--- config.mk ---
export PLATFORM = sky130hd
export DESIGN_NAME = axi_lite_global_scheduler
export DESIGN_NICKNAME = d
export VERILOG_FILES = /design/src/rtl/axi_lite_global_scheduler.sv
export SDC_FILE = /design/constraint.sdc
export NUM_CORES = 1
export LEC_CHECK = 0
export BUFFER_PORTS_ARGS = -buffer_cell sky130_fd_sc_hd__buf_4
export CORE_UTILIZATION = 56
export DETAILED_ROUTE_END_ITERATION = 10
export PLACE_DENSITY = 0.95
export SYNTH_ARGS = -nofsm -noshare
export SYNTH_HDL_FRONTEND = slang
export SYNTH_SLANG_ARGS = --single-unit
--- constraint.sdc ---
create_clock -name clk -period 9 [get_ports clk]
set_input_delay 0.45 -clock clk [delete_from_list [all_inputs] [get_ports clk]]
set_output_delay 0.45 -clock clk [all_outputs]
set_load 0.005 [all_outputs]
--- src/rtl/axi_lite_global_scheduler.sv ---
// AXI-Lite register block and job dispatcher for a bank of kernel slots.
// Tracks per-kernel busy state, raises per-kernel completion interrupts and
// hands each job_start to an idle kernel (fixed priority or round-robin).
module axi_lite_global_scheduler #(
  parameter int KERNEL_NUM = 8,
  parameter int ARB_MODE   = 1,
  parameter int ADDR_WIDTH = 32
) (
  input  logic                  clk,
  input  logic                  rst,
  input  logic [ADDR_WIDTH-1:0] s_axi_awaddr,
  input  logic                  s_axi_awvalid,
  output logic                  s_axi_awready,
  input  logic [31:0]           s_axi_wdata,
  input  logic [3:0]            s_axi_wstrb,
  input  logic                  s_axi_wvalid,
  output logic                  s_axi_wready,
  output logic [1:0]            s_axi_bresp,
  output logic                  s_axi_bvalid,
  input  logic                  s_axi_bready,
  input  logic [ADDR_WIDTH-1:0] s_axi_araddr,
  input  logic                  s_axi_arvalid,
  output logic                  s_axi_arready,
  output logic [31:0]           s_axi_rdata,
  output logic [1:0]            s_axi_rresp,
  output logic                  s_axi_rvalid,
  input  logic                  s_axi_rready,
  input  logic [31:0]           i_action_type,
  input  logic                  job_start,
  input  logic [KERNEL_NUM-1:0] kernel_complete,
  output logic [KERNEL_NUM-1:0] kernel_start,
  output logic                  manager_start,
  output logic [63:0]           init_addr,
  output logic                  new_job,
  output logic                  job_done,
  output logic                  o_interrupt
);

  localparam int PW = (KERNEL_NUM > 1) ? $clog2(KERNEL_NUM) : 1;
  localparam logic [PW-1:0] PTR_RST = PW'(KERNEL_NUM - 1);

  localparam logic [ADDR_WIDTH-1:0] A_ACTION = ADDR_WIDTH'(32'h10);
  localparam logic [ADDR_WIDTH-1:0] A_STATUS = ADDR_WIDTH'(32'h30);
  localparam logic [ADDR_WIDTH-1:0] A_ENABLE = ADDR_WIDTH'(32'h34);
  localparam logic [ADDR_WIDTH-1:0] A_CTRL   = ADDR_WIDTH'(32'h38);
  localparam logic [ADDR_WIDTH-1:0] A_HI     = ADDR_WIDTH'(32'h3C);
  localparam logic [ADDR_WIDTH-1:0] A_LO     = ADDR_WIDTH'(32'h40);
  localparam logic [ADDR_WIDTH-1:0] A_DONE   = ADDR_WIDTH'(32'h44);
  localparam logic [ADDR_WIDTH-1:0] A_BUSY   = ADDR_WIDTH'(32'h48);
  localparam logic [ADDR_WIDTH-1:0] A_COUNT  = ADDR_WIDTH'(32'h4C);
  localparam logic [ADDR_WIDTH-1:0] A_ERR    = ADDR_WIDTH'(32'h50);

  function automatic logic [31:0] zext(input logic [KERNEL_NUM-1:0] v);
    logic [31:0] r;
    r = '0;
    r[KERNEL_NUM-1:0] = v;
    return r;
  endfunction

  // AXI handshake state
  logic        aw_ready_q;
  logic        bvalid_q;
  logic        rvalid_q;
  logic [31:0] rdata_q;

  // register file and scheduler state
  logic [KERNEL_NUM-1:0] status_q, status_d;
  logic [KERNEL_NUM-1:0] enable_q, enable_d;
  logic                  ctrl_q, ctrl_d;
  logic [31:0]           hi_q, hi_d;
  logic [31:0]           lo_q, lo_d;
  logic [31:0]           count_q, count_d;
  logic                  err_q, err_d;
  logic [KERNEL_NUM-1:0] busy_q, busy_d;
  logic [KERNEL_NUM-1:0] kstart_q;
  logic                  irq_q;
  logic [PW-1:0]         ptr_q, ptr_d;
  logic [KERNEL_NUM-1:0] prev_q;

  logic                  wr_fire, ar_fire;
  logic [31:0]           wmask, wbits;
  logic [KERNEL_NUM-1:0] wmask_k, wbits_k;
  logic [KERNEL_NUM-1:0] cpl_edge;
  logic [31:0]           edge_cnt;
  logic                  found;
  logic [PW-1:0]         sel_idx;
  logic [KERNEL_NUM-1:0] grant;
  logic                  drop;
  logic [31:0]           rd_mux;

  assign wr_fire  = aw_ready_q & s_axi_awvalid & s_axi_wvalid;
  assign ar_fire  = s_axi_arvalid & ~rvalid_q;
  assign wmask    = {{8{s_axi_wstrb[3]}}, {8{s_axi_wstrb[2]}},
                     {8{s_axi_wstrb[1]}}, {8{s_axi_wstrb[0]}}};
  assign wbits    = s_axi_wdata & wmask;
  assign wmask_k  = wmask[KERNEL_NUM-1:0];
  assign wbits_k  = wbits[KERNEL_NUM-1:0];
  // prev_q resets to all ones so a level already high out of reset is not a completion
  assign cpl_edge = kernel_complete & ~prev_q;

  // number of kernels completing this cycle
  always_comb begin
    edge_cnt = '0;
    for (int i = 0; i < KERNEL_NUM; i++) edge_cnt = edge_cnt + 32'(cpl_edge[i]);
  end

  // pick an idle kernel for a pending job_start
  always_comb begin
    int            idx;
    logic [PW-1:0] idx_p;
    found   = 1'b0;
    sel_idx = ptr_q;
    idx     = 0;
    idx_p   = '0;
    if (ARB_MODE == 0) begin
      for (int i = 0; i < KERNEL_NUM; i++) begin
        idx_p = PW'(i);
        if (!busy_q[idx_p]) begin
          found   = 1'b1;
          sel_idx = idx_p;
        end
      end
    end else begin
      for (int off = 1; off <= KERNEL_NUM; off++) begin
        idx = int'(ptr_q) + off;
        if (idx >= KERNEL_NUM) idx = idx - KERNEL_NUM;
        idx_p = PW'(idx);
        if (!found && !busy_q[idx_p]) begin
          found   = 1'b1;
          sel_idx = idx_p;
        end
      end
    end
    for (int i = 0; i < KERNEL_NUM; i++) grant[i] = job_start & found & (sel_idx == PW'(i));
    drop = job_start & ~found;
  end

  // next-state for registers; completion sets beat W1C clears, grants beat completions
  always_comb begin
    status_d = status_q;
    if (wr_fire && s_axi_awaddr == A_STATUS) status_d = status_d & ~wbits_k;
    status_d = status_d | cpl_edge;

    enable_d = enable_q;
    if (wr_fire && s_axi_awaddr == A_ENABLE) enable_d = (enable_q & ~wmask_k) | wbits_k;

    ctrl_d = ctrl_q;
    if (wr_fire && s_axi_awaddr == A_CTRL && s_axi_wstrb[0]) ctrl_d = s_axi_wdata[0];

    hi_d = hi_q;
    if (wr_fire && s_axi_awaddr == A_HI) hi_d = (hi_q & ~wmask) | wbits;
    lo_d = lo_q;
    if (wr_fire && s_axi_awaddr == A_LO) lo_d = (lo_q & ~wmask) | wbits;

    count_d = count_q + edge_cnt;
    if (wr_fire && s_axi_awaddr == A_CTRL && wbits[1]) count_d = '0;

    err_d = err_q;
    if (wr_fire && s_axi_awaddr == A_ERR && wbits[0]) err_d = 1'b0;
    if (drop) err_d = 1'b1;

    busy_d = (busy_q & ~cpl_edge) | grant;
    ptr_d  = (|grant) ? sel_idx : ptr_q;
  end

  // read data decode
  always_comb begin
    case (s_axi_araddr)
      A_ACTION: rd_mux = i_action_type;
      A_STATUS: rd_mux = zext(status_q);
      A_ENABLE: rd_mux = zext(enable_q);
      A_CTRL:   rd_mux = {31'b0, ctrl_q};
      A_HI:     rd_mux = hi_q;
      A_LO:     rd_mux = lo_q;
      A_DONE:   rd_mux = {31'b0, job_done};
      A_BUSY:   rd_mux = zext(busy_q);
      A_COUNT:  rd_mux = count_q;
      A_ERR:    rd_mux = {31'b0, err_q};
      default:  rd_mux = 32'h5A5A_A5A5;
    endcase
  end

  // AXI-Lite write/read handshakes
  always_ff @(posedge clk or posedge rst) begin
    if (rst) begin
      aw_ready_q <= 1'b0;
      bvalid_q   <= 1'b0;
      rvalid_q   <= 1'b0;
      rdata_q    <= '0;
    end else begin
      if (aw_ready_q) aw_ready_q <= 1'b0;
      else if (s_axi_awvalid && s_axi_wvalid && !bvalid_q) aw_ready_q <= 1'b1;

      if (wr_fire) bvalid_q <= 1'b1;
      else if (s_axi_bready) bvalid_q <= 1'b0;

      if (ar_fire) begin
        rvalid_q <= 1'b1;
        rdata_q  <= rd_mux;
      end else if (s_axi_rready) begin
        rvalid_q <= 1'b0;
      end
    end
  end

  // register file, busy tracking, dispatch and interrupt update
  always_ff @(posedge clk or posedge rst) begin
    if (rst) begin
      status_q <= '0;
      enable_q <= '0;
      ctrl_q   <= 1'b0;
      hi_q     <= '0;
      lo_q     <= '0;
      count_q  <= '0;
      err_q    <= 1'b0;
      busy_q   <= '0;
      kstart_q <= '0;
      irq_q    <= 1'b0;
      ptr_q    <= PTR_RST;
      prev_q   <= '1;
    end else begin
      status_q <= status_d;
      enable_q <= enable_d;
      ctrl_q   <= ctrl_d;
      hi_q     <= hi_d;
      lo_q     <= lo_d;
      count_q  <= count_d;
      err_q    <= err_d;
      busy_q   <= busy_d;
      kstart_q <= grant;
      irq_q    <= |(status_q & enable_q);
      ptr_q    <= ptr_d;
      prev_q   <= kernel_complete;
    end
  end

  assign s_axi_awready = aw_ready_q;
  assign s_axi_wready  = aw_ready_q;
  assign s_axi_bresp   = 2'b00;
  assign s_axi_bvalid  = bvalid_q;
  assign s_axi_arready = ~rvalid_q;
  assign s_axi_rdata   = rdata_q;
  assign s_axi_rresp   = 2'b00;
  assign s_axi_rvalid  = rvalid_q;
  assign kernel_start  = kstart_q;
  assign manager_start = ctrl_q;
  assign init_addr     = {hi_q, lo_q};
  assign new_job       = ~&busy_q;
  assign job_done      = ~|busy_q;
  assign o_interrupt   = irq_q;

endmodule

==> results of run 1 <==
==> layer usage <==
layer | track usage | vias to the layer above | part of all wire | routed length, um
met5 | 0 | - | 0.00066 | 20
li1 | - | 3470 | - | -
met4 | 0.2090 | 2 | 0.061 | 1847
met3 | 0.1016 | 171 | 0.11 | 3291
met1 | 0.4918 | 4038 | 0.37 | 11320
met2 | 0.5695 | 692 | 0.46 | 13960
==> cell type report <==
class,count,area share
diodes,1,0.0002132
clock buffers,20,0.03892
flip-flops and latches,177,0.3786
clock inverters,12,0.01269
repair buffers,268,0.1714
inverters,16,0.005544
multi-input cells,559,0.3695
well taps,216,0.02303
==> synth_stat cells (all sizes together) (5+ instances only) <==
cell type	number
a21o	13
a21oi	36
a221oi	16
a222oi	19
a22o	13
a22oi	13
and3	16
buf	18
clkbuf	32
dfrtp	166
dfstp	11
fa	5
ha	8
inv	16
mux2	75
mux2i	9
mux4	14
nand2	51
nand3	19
nand4	5
nor2	70
nor2b	13
nor3	18
nor4	15
o21ai	19
o32ai	6
xnor2	16
xor2	21
==> path summary, 6_finish.rpt <==
path	start	end	slack [ns]	depth (start not counted)
min reg2reg	s_axi_bvalid	s_axi_awready	0.46	1
min	kernel_complete[2]	prev_q[2]	0.12	1
max reg2reg	prev_q[0]	count_q[12]	4.30	15
min in group asynchronous	rst	status_q[2]	0.23	2
max in group asynchronous	rst	count_q[28]	7.27	3
max	prev_q[0]	count_q[12]	4.30	15
==> worst reg2reg max path: cells and delay by family, from the launching register on <==
kind                     cells  cell delay, ns
AO/OA/AOI/OAI                2            0.53
XOR/XNOR                     1            0.17
adder cells (fa/ha/maj)      5            2.43
buffers and inverters        3            0.19
flip-flops                   1            0.53
AND/OR/NAND/NOR              4            0.67
==> stage by stage <==
| step | power (W) | cell area (um2) |
|---|---|---|
| after detailed placement | 0.001949 | 11130 |
| after global placement | 0.001923 | 11130 |
| after global routing | 0.002863 | 11730 |
| after CTS | 0.002719 | 11730 |
| final | 0.002759 | 11740 |
| after floorplan | 0.001709 | 9054 |
==> cells in the final DEF, fill, tap and decap left out, drive strengths merged, types with 5 or more instances in the layout <==
| cell | netlist | final |
|---|---|---|
| xnor2 | 16 | 16 |
| mux2i | 9 | 9 |
| a222oi | 19 | 19 |
| a22oi | 13 | 13 |
| and3 | 16 | 16 |
| o32ai | 6 | 6 |
| a221oi | 16 | 16 |
| nor2b | 13 | 13 |
| a22o | 13 | 13 |
| fa | 5 | 5 |
| mux2 | 75 | 75 |
| nor3 | 18 | 18 |
| ha | 8 | 8 |
| a21oi | 36 | 36 |
| mux4 | 14 | 14 |
| a21o | 13 | 13 |
| nand3 | 19 | 19 |
| inv | 16 | 20 |
| nand4 | 5 | 5 |
| buf | 18 | 268 |
| nand2 | 51 | 51 |
| nor4 | 15 | 15 |
| dfstp | 11 | 11 |
| o21ai | 19 | 19 |
| xor2 | 21 | 21 |
| clkbuf | 32 | 20 |
| dfrtp | 166 | 166 |
| nor2 | 70 | 70 |
==> power groups by stage <==
| stage | clock (W) | sequential [W] | combinational, W |
|---|---|---|---|
| floorplan | 0 | 0.000900 | 0.000809 |
| global placement | 0 | 0.000970 | 0.000953 |
| detailed placement | 0 | 0.000972 | 0.000977 |
| CTS | 0.000762 | 0.000961 | 0.000996 |
| global route | 0.000798 | 0.000973 | 0.00109 |
| finish | 0.000761 | 0.000970 | 0.00103 |
==> cells by family (layout without fill, tap and decap cells) <==
kind of cell    count (synthesis)  after routing  share of synthesized area
simple gates                  239            239                     0.1349
fa+ha+maj                      13             13                    0.02214
buf+inv                        66            316                    0.03279
compound gates                168            168                     0.1427
xor+xnor                       37             37                    0.03584
mux                            98             98                     0.1399
other cells                     1              5                  0.0004147
flops                         177            177                     0.4914
==> impl_metrics.py, run 1 <==
metrics = {
    "power": {
        "power_frac_seq": 0.351,
        "irDropWorstVdd_v": 0.0002144,
        "swShare": 0.3794,
        "combPwrFrac": 0.373,
        "switchingPower_w": 0.001047,
        "pwr-share-clk": 0.276,
        "p_leak_nw": 5.622,
        "power_density_mw_per_mm2": 235.1,
        "power.internal_w": 0.001712,
    },
    "clock_network": {
        "cts_sinks": 177,
        "htree_num_levels": 4,
        "clock_latency_ns": 0.44,
        "cts_tree": "built",
        "cts_buffers": 17,
        "post_cts_buffers": 0,
        "cts_buffer_depth": 2,
        "cts.repair.resized": 0,
        "hold_buffers": 0,
        "root_buffer": "clkbuf_16",
        "cts.clk_slew.worst_paths_ns": 0.06,
    },
    "floorplanning": {
        "core_mm2": 0.01583,
        "num_rows": 46,
        "dieArea_mm2": 0.01666,
        "pin_count": 265,
        "start_util": 0.5713,
        "dieHeight_um": 129.1,
        "die_w_um": 129.1,
    },
    "final_layout": {
        "seq_area_mm2": 0.004443,
        "fillers": 1004,
        "drive_above_1_share": 0.3973,
        "area_growth_pct": 29.78,
        "final_nets": 1200,
        "multi_input_area_mm2": 0.004337,
        "fin_cells": 1269,
        "utilization": 0.7414,
    },
    "sta": {
        "drv_slew": 0,
        "tns_ns": 0,
        "fin_skew_ns": 0.01039,
        "hold_violations": 0,
        "hold-worst-slack_ns": 0.1183,
        "setup_slack_ns": 4.305,
        "period_needed_ns": 4.695,
        "max_slew.worst_pin.slew_ns": 1.203,
        "rsz0062_at_grt": "false",
        "finalSetupViolCount": 0,
        "min_period_over_period": 0.5217,
        "slew_headroom": 0.1981,
        "max_freq_ghz": 0.2130,
    },
    "critical_path": {
        "required_ns": 9.27,
        "slowest_stage": "dfstp_2",
        "critPathCaptureType": "flip-flop",
        "crit_path_start_kind": "flip-flop",
        "path_cells": "nand2b_1 -> inv_1 -> fa_1 -> inv_1 -> fa_1 -> inv_1 -> fa_1 -> fa_1 -> fa_1 -> a21o_1 -> a21oi_1 -> nor2_1 -> and4_1 -> xnor2_1 -> nor2_1",
        "path_buf_inv": 3,
        "critPathMaxFanout": 6,
        "crit_family": "adder cells",
        "crit_type": "flip-flop to flip-flop",
        "cp_common_cell": "fa_1",
        "cp_slowest_stage_delay_ns": 0.53,
        "crit_arrival_ns": 4.97,
    },
    "place": {
        "place_ws_ns": 4.469,
        "place_inst": 1236,
        "gp_congestion": 0.9080,
        "numPortBuffers": 260,
        "post-dp-hpwl_um": 20940,
    },
    "drt": {
        "drtIter0Drc": 1306,
        "vias_per_cell": 6.598,
        "wl_per_cell_um": 23.99,
        "route.detailed.drc": 0,
        "drtPass1Iterations": 7,
        "dr_total_vias": 8373,
        "final_antenna_net_count": 0,
        "drt_wl_total_um": 30450,
    },
    "synthesis": {
        "syn_area_mm2": 0.009042,
        "synth_cell_types": 74,
        "synth_cells": 799,
        "ys_ff_latch": 177,
        "synth.avg_cell_area_um2": 11.32,
        "seq_area_frac_synth": 0.4914,
        "async_flop_share": 1.000,
        "synth.largest_area_cell": "dfrtp_1",
        "synth_top_flop_cell": "dfrtp_1",
        "yosys_warnings": 0,
        "synth.area.top_cells": "dfrtp_1 46%, mux2_2 9.2%, dfstp_2 3.2%, mux4_2 3.0%, nor2_1 2.9%",
        "synth_edf_count": 0,
        "synth_top_area_share": 0.4594,
    },
    "hold_path": {
        "hp-class": "input port to flip-flop",
    },
    "grt": {
        "grt_overflow_total": 0,
        "grt_max_degree": 110,
        "antenna_found_initial": 2,
        "first_global_vias": 8207,
        "groute.usage.overall": 0.3751,
        "grt_pass1_wl_um": 46270,
    },
    "run_status": {
        "outcome": "complete, no violations",
    },
    "run": {
        "cap_violations": 0,
    },
}
(Power assumes the default switching activity.)
==> inputs of run 2 (changes only) <==
CORE_UTILIZATION = 47   (was 56)
PLACE_DENSITY = 0.87   (was 0.95)
clock period = 3.9 ns   (was 9 ns; I/O delays follow)
==> run 2 against run 1 <==
  * Global-route usage decreased by 7.1 points
  * Combinational power increased to 2.5 times the previous value
  * Sequential share of layout area decreased by 1.6 points
  * Die area increased by 19%
  * First-iteration DRC count decreased by 30%
  * Largest cell class is now multi-input combinational cells
  * Clock skew decreased by 0.0050 ns
  * Worst setup slack got worse by 4.5 ns
  * The flow now finishes with violations (setup timing)
  * Register-to-register slack got worse by 4.5 ns
  * Critical path depth increased by 1
  * Design area increased by 4.4%
  * Total power increased by 130%
==> impl_metrics.py, run 2 (synthesized netlist as in run 1, its figures left out) <==
metrics = {
    "run_status": {
        "outcome": "complete, but fails checks",
        "violations": "setup timing",
    },
    "place": {
        "place_area_mm2": 0.01132,
        "numPortBuffers": 260,
        "place_inst": 1274,
        "gp_congestion": 0.9083,
        "post-dp-hpwl_um": 21920,
    },
    "hold_path": {
        "hp-class": "input port to flip-flop",
    },
    "power": {
        "pwr-share-clk": 0.251,
        "irDropWorstVdd_v": 0.0003206,
        "power_density_mw_per_mm2": 520.3,
        "combPwrFrac": 0.406,
        "power.internal_w": 0.003967,
        "swShare": 0.3775,
        "p_leak_nw": 5.837,
        "switchingPower_w": 0.002405,
        "power_frac_seq": 0.343,
    },
    "sta": {
        "fin_skew_ns": 0.005371,
        "setup_slack_ns": -0.2031,
        "rsz0062_at_grt": "true",
        "drv_slew": 0,
        "hold_violations": 0,
        "min_period_over_period": 1.052,
        "max_slew.worst_pin.slew_ns": 0.8676,
        "slew_headroom": 0.4175,
        "period_needed_ns": 4.103,
        "finalSetupViolCount": 22,
        "hold-worst-slack_ns": 0.009129,
        "max_freq_ghz": 0.2437,
    },
    "final_layout": {
        "multi_input_area_mm2": 0.004512,
        "fin_area_mm2": 0.01225,
        "fillers": 1381,
        "layout_commonest_cell": "buf_4",
        "seq_area_mm2": 0.004443,
        "area_growth_pct": 35.44,
        "drive_above_1_share": 0.4333,
        "utilization": 0.6525,
        "final_nets": 1242,
        "mostFrequentLayoutCells": "291 x buf_4, 166 x dfrtp_1, 74 x mux2_2, 68 x nor2_1, 48 x nand2_1",
        "fin_cells": 1328,
        "diodes": 0,
    },
    "floorplanning": {
        "dieArea_mm2": 0.01980,
        "num_rows": 50,
        "start_util": 0.4818,
        "pin_count": 265,
        "core_mm2": 0.01877,
        "dieHeight_um": 140.7,
        "die_w_um": 140.7,
    },
    "drt": {
        "route.detailed.drc": 0,
        "drtIter0Drc": 919,
        "drt_wl_total_um": 30490,
        "wl_per_cell_um": 22.96,
        "vias_per_cell": 6.221,
        "final_antenna_net_count": 0,
        "drtPass1Iterations": 7,
        "dr_total_vias": 8261,
    },
    "critical_path": {
        "cp_common_cell": "fa_1",
        "critPathMaxFanout": 4,
        "crit_type": "flip-flop to flip-flop",
        "critPathCaptureType": "flip-flop",
        "crit_path_start_kind": "flip-flop",
        "crit_arrival_ns": 4.41,
        "cp_slowest_stage_delay_ns": 0.54,
        "slowest_stage": "fa_1",
        "path_cells": "nand2b_4 -> inv_2 -> fa_1 -> inv_2 -> fa_1 -> inv_1 -> fa_1 -> fa_2 -> fa_2 -> a21o_1 -> a21oi_4 -> or3_4 -> nor2_4 -> nand2_1 -> xor2_1 -> nor2_1",
        "required_ns": 4.20,
    },
    "clock_network": {
        "cts_buffer_depth": 2,
        "cts_sinks": 177,
        "cts_buffers": 17,
        "cts_tree": "built",
        "clock_latency_ns": 0.43,
        "htree_num_levels": 4,
        "root_buffer": "clkbuf_16",
        "cts.clk_slew.worst_paths_ns": 0.07,
    },
    "grt": {
        "grt_pass1_wl_um": 46070,
        "grt_overflow_total": 0,
        "antenna_found_initial": 3,
        "first_global_vias": 8300,
        "groute.usage.overall": 0.3039,
        "grt_max_degree": 110,
    },
    "run": {
        "cap_violations": 0,
    },
}
-- run 2: changes by cell type in the layout (fill, tap and decap cells not counted), moves of 3 or more --
cell,previous run,this run
buf_4,268,291
clkinv_2,1,5
clkinv_4,3,0
dlygate4sd3_1,0,16
nand2_1,51,48
nand3_1,19,12
nand3_2,0,6
xnor2_1,16,11
xnor2_2,0,5
-- run 2: final timing paths --
path                            slack, ns             from  cells after the start              end
worst max-delay path                -0.20        prev_q[0]                     16      count_q[28]
max in group asynchronous            2.54              rst                      4  s_axi_rdata[14]
worst min-delay path                0.009  s_axi_wdata[14]                      2        flip-flop
worst max register to register      -0.20        prev_q[0]                     16      count_q[28]
worst min register to register       0.46     s_axi_bvalid                      1    s_axi_awready
min in group asynchronous            0.40              rst                      3      status_q[1]
-- run 2: routing by layer --
layer | up-vias | share of wire | track usage | routed length (um)
met1 | 4108 | 0.40 | 0.4023 | 12180
met4 | 4 | 0.037 | 0.1316 | 1114
met5 | - | 0.0023 | 0 | 71
met3 | 96 | 0.087 | 0.06726 | 2664
li1 | 3538 | - | - | -
met2 | 515 | 0.47 | 0.4828 | 14460
-- run 2: repair_timing --
item                                   in CTS  in global routing
setup buffers                               2                  4
hold buffers                               15                  1
endpoints found under the hold margin      37                  1
resized for setup                           8                 26
pin swaps                                   2                 11
setup endpoints to repair                  17                 25
-- run 2: metrics by stage --
stage	TNS, ns	setup WS, ns	total power (W)
after floorplan	0	0.03790	0.003952
after global placement	-1.140	-0.2027	0.004521
after detailed placement	-1.839	-0.2796	0.004596
after CTS	-0.3786	-0.1172	0.006226
after global routing	-4.963	-0.3034	0.006658
final	-2.431	-0.2031	0.006372
-- run 2: critical path: cells and delay by family, from the launching register on --
kind	cells	cell delay [ns]
flip-flops	1	0.52
AND/OR/NAND/NOR	5	0.49
buffers and inverters	3	0.14
XOR/XNOR	1	0.16
adder cells (fa/ha/maj)	5	2.25
AO/OA/AOI/OAI	2	0.41
-- run 2: layout make-up --
class | count | share of cell area
clock buffer | 21 | 0.03760
clock inverter | 11 | 0.006436
inverter | 16 | 0.005210
multi-input combinational | 559 | 0.3684
sequential | 177 | 0.3628
tap | 234 | 0.02391
timing repair buffer | 310 | 0.1956
-- run 2: power groups by stage --
stage / Sequential [W] / Combinational (W) / Clock, W
finish: 0.00219 / 0.00258 / 0.00160
CTS: 0.00217 / 0.00246 / 0.00160
global placement: 0.00219 / 0.00233 / 0
global route: 0.00220 / 0.00278 / 0.00168
floorplan: 0.00208 / 0.00187 / 0
detailed placement: 0.00220 / 0.00240 / 0
==> inputs of run 3 (changes only) <==
CORE_ASPECT_RATIO = 0.7   (was not set)
==> run 3 against run 2 <==
  * The flow finishes with violations (hold timing, setup timing)
  * Clock skew up 0.011 ns
  * Total power up 5.2%
  * Global-route usage up 2.0 points
  * Maximum frequency down 5.5%
  * Sequential cell count unchanged
  * Die area about the same
  * Critical path depth up 2
  * Combinational power up 5%
  * Clock power up 12%
  * Register-to-register slack worse by 0.24 ns
==> impl_metrics.py, run 3 (synthesized netlist as in run 1, its figures left out) <==
metrics = {
    "run_status": {
        "outcome": "complete, but fails checks",
        "violations": "hold timing, setup timing",
    },
    "critical_path": {
        "path_cells": "nand2b_4 -> inv_2 -> fa_1 -> inv_2 -> fa_1 -> inv_2 -> fa_1 -> fa_2 -> buf_6 -> a21o_1 -> a21o_1 -> a21oi_2 -> buf_4 -> nor3_4 -> buf_6 -> nand3_4 -> xor2_1 -> nor2_1",
        "critPathMaxFanout": 4,
        "slowest_stage": "fa_1",
        "required_ns": 4.20,
        "crit_type": "flip-flop to flip-flop",
        "crit_path_start_kind": "flip-flop",
        "crit_arrival_ns": 4.64,
        "critPathCaptureType": "flip-flop",
        "crit_family": "adder cells",
        "path_buf_inv": 6,
        "cp_slowest_stage_delay_ns": 0.58,
    },
    "floorplanning": {
        "dieArea_mm2": 0.01981,
        "core_mm2": 0.01887,
        "start_util": 0.4793,
        "die_w_um": 167.8,
        "num_rows": 42,
        "dieHeight_um": 118.1,
        "pin_count": 265,
    },
    "sta": {
        "finalSetupViolCount": 28,
        "setup_slack_ns": -0.4397,
        "slew_headroom": 0.3299,
        "fin_skew_ns": 0.01594,
        "hold-worst-slack_ns": -0.1159,
        "drv_slew": 0,
        "max_slew.worst_pin.slew_ns": 1.003,
        "tns_ns": -8.358,
        "period_needed_ns": 4.340,
        "rsz0062_at_grt": "true",
        "hold_violations": 1,
        "max_freq_ghz": 0.2304,
        "min_period_over_period": 1.113,
    },
    "grt": {
        "grt_pass1_wl_um": 48280,
        "grt_max_degree": 71,
        "antenna_found_initial": 1,
        "grt_overflow_total": 0,
        "first_global_vias": 8433,
        "groute.usage.overall": 0.3240,
    },
    "power": {
        "p_leak_nw": 5.943,
        "irDropWorstVdd_v": 0.0004376,
        "power_density_mw_per_mm2": 535.0,
    },
    "drt": {
        "dr_total_vias": 8791,
        "drtPass1Iterations": 7,
        "drt_wl_total_um": 33340,
        "vias_per_cell": 6.488,
        "route.detailed.drc": 0,
        "drtIter0Drc": 1260,
        "final_antenna_net_count": 0,
        "wl_per_cell_um": 24.60,
    },
    "final_layout": {
        "fin_area_mm2": 0.01253,
        "layout_commonest_cell": "buf_4",
        "area_growth_pct": 38.55,
        "multi_input_area_mm2": 0.004549,
        "final_nets": 1259,
        "drive_above_1_share": 0.4311,
        "utilization": 0.6641,
        "mostFrequentLayoutCells": "291 x buf_4, 166 x dfrtp_1, 74 x mux2_2, 67 x nor2_1, 50 x nand2_1",
        "seq_area_mm2": 0.004443,
        "fillers": 1291,
    },
    "clock_network": {
        "cts_sinks": 177,
        "hold_buffers": 31,
        "root_buffer": "clkbuf_16",
        "clock_latency_ns": 0.44,
        "cts_buffer_depth": 2,
        "htree_num_levels": 4,
        "cts_buffers": 17,
        "cts_tree": "built",
        "cts.clk_slew.worst_paths_ns": 0.07,
    },
    "place": {
        "gp_congestion": 0.9230,
        "post-dp-hpwl_um": 22540,
        "numPortBuffers": 260,
        "place_area_mm2": 0.01135,
    },
    "hold_path": {
        "hp-class": "input port to flip-flop",
    },
    "run": {
        "cap_violations": 0,
    },
}
-- run 3: power breakdown --
group / leakage (nW) / switching [W] / total, W / internal [W]
Sequential: 2.28 / 0.000225 / 0.00220 / 0.00198
Combinational: 3.37 / 0.00152 / 0.00271 / 0.00119
Clock: 0.291 / 0.000790 / 0.00179 / 0.00100
Total: 5.94 / 0.00253 / 0.00670 / 0.00417
-- run 3: what timing repair did --
action / CTS / global route
pin swaps: 13 / 13
gates resized for setup: 20 / 23
setup endpoints to repair: 28 / 28
setup buffers: 4 / 2
endpoints found under the hold margin: 52 / 1
-- run 3: cell type report --
class / count / area share
Antenna cell: 2 / 0.0003995
Sequential cell: 177 / 0.3546
Tap cell: 242 / 0.02417
Multi-Input combinational cell: 559 / 0.3631
Inverter: 16 / 0.005093
Timing Repair Buffer: 327 / 0.2043
Clock inverter: 11 / 0.01149
Clock buffer: 21 / 0.03675
-- run 3: worst paths after layout --
path                                              end  slack [ns]                from  cells after the start
max in group asynchronous              s_axi_rdata[8]        2.32                 rst                      4
min reg2reg                             s_axi_awready        0.45        s_axi_bvalid                      1
min in group asynchronous  asynchronous set/reset pin        0.55                 rst                      3
min                                         prev_q[2]       -0.12  kernel_complete[2]                      1
max                                       count_q[19]       -0.44           prev_q[0]                     18
max reg2reg                               count_q[19]       -0.44           prev_q[0]                     18
-- run 3: stage by stage --
stage          power [W]  setup WS, ns  std cells
2_1_floorplan   0.003952       0.03790        802
3_3_place_gp    0.004587       -0.1427       1285
3_5_place_dp    0.004637       -0.2972       1285
4_1_cts         0.006490       -0.1499       1352
5_1_grt         0.006966       -0.4712       1354
6_report        0.006702       -0.4397       1355
-- run 3: per-layer routing --
layer	global-route usage	up-vias	wire length, um
met4	0.1422	0	1766
li1	-	3590	-
met2	0.4992	754	14860
met5	0	-	0
met3	0.09314	144	4097
met1	0.4261	4303	12610
